==> config.mk <==
export PLATFORM = sky130hd
export DESIGN_NAME = univ_shift_register
export DESIGN_NICKNAME = d
export VERILOG_FILES = /design/src/rtl/shreg_pkg.sv /design/src/rtl/shreg_step.sv /design/src/rtl/univ_shift_register.sv
export SDC_FILE = /design/constraint.sdc
export NUM_CORES = 1
export LEC_CHECK = 0
export CORE_MARGIN = 2
export CORE_UTILIZATION = 42
export CTS_CLUSTER_SIZE = 10
export DETAILED_ROUTE_END_ITERATION = 6
export HOLD_SLACK_MARGIN = 0.1
export PLACE_DENSITY = 0.85
export SLEW_MARGIN = 20
export SYNTH_ARGS = -nofsm -noshare
export SYNTH_HDL_FRONTEND = slang
export SYNTH_SLANG_ARGS = --single-unit
==> constraint.sdc <==
create_clock -name clk -period 2.36 [get_ports clk]
set_input_delay 0.472 -clock clk [delete_from_list [all_inputs] [get_ports clk]]
set_output_delay 0.472 -clock clk [all_outputs]
set_load 0.05 [all_outputs]
==> src/rtl/shreg_pkg.sv <==
// Shared encodings for the universal shift register: shift modes and sequencer states.
package shreg_pkg;

  typedef enum logic [1:0] {
    MODE_LSL = 2'b00,
    MODE_LSR = 2'b01,
    MODE_ASR = 2'b10,
    MODE_ROL = 2'b11
  } mode_e;

  typedef enum logic [1:0] {
    ST_IDLE = 2'b00,
    ST_RUN  = 2'b01,
    ST_DONE = 2'b10
  } state_e;

endpackage

==> src/rtl/shreg_step.sv <==
// Combinational single-step shifter shared by the en path and the sequencer path.
// Mode 11 rotates left when SHREG_ROTATE_EN is defined, otherwise it holds (shifted=0).
module shreg_step
  import shreg_pkg::*;
#(
  parameter int WIDTH = 8
) (
  input  logic [WIDTH-1:0] cur,
  input  mode_e            mode,
  input  logic             sh_in_l,
  input  logic             sh_in_r,
  output logic [WIDTH-1:0] nxt,
  output logic             expelled,
  output logic             shifted
);

  always_comb begin
    nxt      = cur;
    expelled = 1'b0;
    shifted  = 1'b1;
    case (mode)
      MODE_LSL: begin
        nxt      = {cur[WIDTH-2:0], sh_in_r};
        expelled = cur[WIDTH-1];
      end
      MODE_LSR: begin
        nxt      = {sh_in_l, cur[WIDTH-1:1]};
        expelled = cur[0];
      end
      MODE_ASR: begin
        nxt      = {cur[WIDTH-1], cur[WIDTH-1:1]};
        expelled = cur[0];
      end
      default: begin
`ifdef SHREG_ROTATE_EN
        nxt      = {cur[WIDTH-2:0], cur[WIDTH-1]};
        expelled = cur[WIDTH-1];
`else
        shifted  = 1'b0;
`endif
      end
    endcase
  end

endmodule

==> src/rtl/univ_shift_register.sv <==
// Universal shift register with parallel load, single-step shifts and an N-step sequencer.
// Optional rotate mode is enabled by defining SHREG_ROTATE_EN.
module univ_shift_register
  import shreg_pkg::*;
#(
  parameter int WIDTH = 8,
  parameter int CNT_W = $clog2(WIDTH) + 1
) (
  input  logic             clk,
  input  logic             rst,
  input  logic             load,
  input  logic [WIDTH-1:0] in,
  input  logic [1:0]       mode,
  input  logic             sh_in_r,
  input  logic             sh_in_l,
  input  logic             en,
  input  logic             start,
  input  logic [CNT_W-1:0] count,
  output logic [WIDTH-1:0] out,
  output logic             sh_out,
  output logic             busy,
  output logic             done
);

  state_e           state, state_nxt;
  mode_e            mode_lat;
  logic [CNT_W-1:0] remaining;

  logic             step_run, step_en, launch;
  mode_e            step_mode;
  logic [WIDTH-1:0] step_val;
  logic             step_bit, step_shifted;

  // A load in IDLE also suppresses start and en: load has top priority.
  assign step_run  = (state == ST_RUN) && !load;
  assign launch    = (state == ST_IDLE) && start && !load;
  assign step_en   = (state == ST_IDLE) && en && !start && !load;
  assign step_mode = (state == ST_RUN) ? mode_lat : mode_e'(mode);

  shreg_step #(.WIDTH(WIDTH)) u_step (
    .cur      (out),
    .mode     (step_mode),
    .sh_in_l  (sh_in_l),
    .sh_in_r  (sh_in_r),
    .nxt      (step_val),
    .expelled (step_bit),
    .shifted  (step_shifted)
  );

  always_ff @(posedge clk) begin
    if (rst) begin
      state <= ST_IDLE;
    end else begin
      state <= state_nxt;
    end
  end

  always_comb begin
    state_nxt = state;
    case (state)
      ST_IDLE: begin
        if (launch) state_nxt = (count == '0) ? ST_DONE : ST_RUN;
      end
      ST_RUN: begin
        if (load)                           state_nxt = ST_IDLE;
        else if (remaining == CNT_W'(1))    state_nxt = ST_DONE;
      end
      default: state_nxt = ST_IDLE;
    endcase
  end

  always_ff @(posedge clk) begin
    if (rst) begin
      out       <= '0;
      sh_out    <= 1'b0;
      remaining <= '0;
      mode_lat  <= MODE_LSL;
    end else begin
      if (load) begin
        out <= in;
      end else if (step_run || step_en) begin
        out <= step_val;
        if (step_shifted) sh_out <= step_bit;
      end

      if (launch) begin
        remaining <= count;
        mode_lat  <= mode_e'(mode);
      end else if (step_run) begin
        remaining <= remaining - CNT_W'(1);
      end else if (state == ST_RUN) begin
        remaining <= '0;  // aborted by load
      end
    end
  end

  assign busy = (state == ST_RUN);
  assign done = (state == ST_DONE);

endmodule
==> metrics.md <==
| Metric | Value |
|---|---|
| Nets | 216 |
| Hold path cells | 2 |
| Unrepaired setup endpoints after global routing | no |
| DRT Pass-1 Iters | 4 |
| Min cycle time layout | 2210 ps |
| Total power | 0.000779 W |
| Post-synth EDFFs | 0 |
| Most frequent cells in the layout | clkdlybuf4s50_1 (30), nand2_1 (25), o21ai_0 (17), dfxtp_1 (17), buf_4 (13) |
| CTS tree | yes |
| Commonest non-fill, non-tap cell in the layout | clkdlybuf4s50_1 |
| Post-route ant nets | 0 |
| Prevailing post-synth register cell | dfxtp_1 |
| Post-route DRC | 0 |
| Final RePlAce weighted congestion | 0.855 |
| Synth top area share | 29.2% |
| Vias in the first global route | 1154 |
| Height of the die | 56.7 microns |
| CP startpoint kind | flop |
| Area leader, netlist | dfxtp_1 |
| Asr flop ratio synth | 0% |
| Worst-skew pair later-pin latency | 290 ps |
| Dpl hpwl | 2230 microns |
| Largest net degree at the start of global routing | 22 |
| Max clock buf depth | 2 |
| PD cells | 490 nW/um^2 |
| Sequential-to-total area share from yosys stat | 29.2% |
| Final worst setup slack | 145 ps |
| Fin crit share | 93.8% |
| Antenna Cells | 0 |
| Yosys cell types | 35 |
| FF/Latch Area | 340 sq um |
| Final setup violating endpoints | 0 |
| Synth Instances | 150 |
| WP buf/inv | 2 |
| WP data required | 1890 ps |
| DIE AREA | 3210 sq um |
| Peak supply drop | 0.000298 V |
| Ports | 32 |
| Area contributors post-synth | dfxtp_1 (29%), nand2_1 (8.0%), o21ai_0 (7.3%), ha_1 (6.4%), or4b_1 (6.0%) |
| Fin. max-slew vios | 0 |
| CP Capture Type | output pin |
| WP depth | 3 |
| Overall global routing resource usage | 19.3% |
| Max Cap Viol | 0 |
| Synthesis Warnings | 0 |
| WL/cell | 13.3 microns |
| First-pass GRT wire length | 5060 microns |
| Row count | 19 |
| Placed cells | 215 |
| Worst-path clk slew | 110 ps |
| # resized after CTS | 0 |
| Filler Cell Count | 237 |
| Initial Util | 43.4% |
| Hold WC Path Type | reg2reg |
| DR vias/cell | 5.69 |
| Die width | 56.7 microns |
| CTS buffer count | 3 |
| Setup WS pre-CTS | -51.1 ps |
| Area growth syn-to-layout | 36.5% |
| Clock Skew | 1.82 ps |
| Mean post-synth cell area | 7.77 sq um |
| Reg2Reg Depth | 7 |
| Slowest cell on the critical path | clkdlybuf4s50_1 |
| Layout cells sized above 1 | 13.3% |
| Lkg Pwr | 0.598 nW |
| Crit Path Max Fanout | 6 |
| Syn_nets | 177 |
| Fin Hold WS | 509 ps |
| Final-report hold violation count | 0 |
| Clk root buf | clkbuf_4 |
| Slew HR | 64.7% |
| Htree depth | 1 |
| CTS sink count | 17 |
| CP Cell Sequence | nand2b_2, inv_1, clkdlybuf4s50_1 |
| Delay-heaviest family, CP | buffers and inverters |
| Layout Cells excl Fill | 219 |
| Status | finished, final reports clean |
| Core area | 2690 sq um |
| Final wirelength | 2920 microns |
| Critical path class | reg2out |
| DR iter-0 viols | 45 |
| Post-synthesis cell area | 1170 sq um |
| Multi-input logic area | 749 sq um |
| Slowest stage delay, CP | 800 ps |
| Hold_buf cts | 0 |
| Setup TNS | 0 ps |
| Total setup buffers inserted after CTS | 0 |
| Grt total ovfl | 0 |
| Port Buffer Count | 31 |
| DR vias | 1247 |
| Initial antenna violation count | 0 |
| Worst path arrival time | 1740 ps |
| Flops & latches, synth | 17 |
| Max Freq | 452 MHz |
| Worst Max-Slew Pin Slew | 528 ps |
Yosys cell counts (all sizes together) (4+ instances only):
| cell type | n |
|---|---|
| clkbuf | 4 |
| nand2 | 25 |
| nand2b | 4 |
| mux2i | 4 |
| buf | 5 |
| dfxtp | 17 |
| a21oi | 8 |
| or4b | 7 |
| o21ai | 17 |
| nor2 | 8 |
| ha | 6 |
| inv | 10 |
| o221ai | 7 |
area by class of cell:
type | instances | share of cell area, %
clock buffers | 3 | 1.42
repair buffers | 43 | 25.0
well taps | 31 | 2.44
inverters | 10 | 2.36
flip-flops and latches | 17 | 21.4
multi-input cells | 114 | 47.1
clock inverters | 1 | 0.314
cells by family after synthesis:
group / Yosys count / synth area share, %
simple gates: 58 / 27.0
fa+ha+maj: 6 / 6.44
mux: 6 / 5.36
flops: 17 / 29.2
buf+inv: 19 / 6.76
xor+xnor: 1 / 0.751
compound gates: 43 / 24.5
routing by layer:
metal | track usage [%] | up-vias | share of wire, %
met1 | 26.0 | 574 | 44
met4 | 6.12 | 0 | 1.0
met3 | 2.53 | 4 | 5.8
met5 | 0 | - | 0
li1 | - | 627 | -
met2 | 31.6 | 42 | 49
state kept, by name, summed over array words and instances (netlist names):
register   count
remaining      4
out            8
mode_lat       2
sh_out         1
state          2
per-stage QoR:
step | utilization (%) | cell area [sq um]
after detailed placement | 58.1 | 1560
after global routing | 59.2 | 1590
after global placement | 58.1 | 1560
after floorplan | - | 1170
after CTS | 59.2 | 1590
final | 59.2 | 1590
report_power, final:
part           total, W  internal, W  leakage [nW]  switching (W)
registers      0.000325     0.000307         0.140      0.0000181
logic          0.000292     0.000132         0.441       0.000161
clock network  0.000162    0.0000630        0.0177      0.0000988
worst reg2reg max path, cell delays in order, from the launching register on:
cell and delay [ps]:
dfxtp_1 330, nand2b_2 190, mux2_2 380, ha_1 320, a221oi_2 70, buf_4 180
or4b_1 480, o221ai_1 90
path summary, 6_finish.rpt:
path / from / to / slack (ps)
setup / recovery: state[1]$_SDFFE_PP0P_ / busy / 150
hold / removal: mode_lat[0]$_SDFFE_PP0P_ / mode_lat[0]$_SDFFE_PP0P_ / 510
setup reg to reg: state[1]$_SDFFE_PP0P_ / out[4]$_SDFFE_PP0P_ / 250
hold reg to reg: mode_lat[0]$_SDFFE_PP0P_ / mode_lat[0]$_SDFFE_PP0P_ / 510
Note: power is estimated with default switching activity, not from simulation.
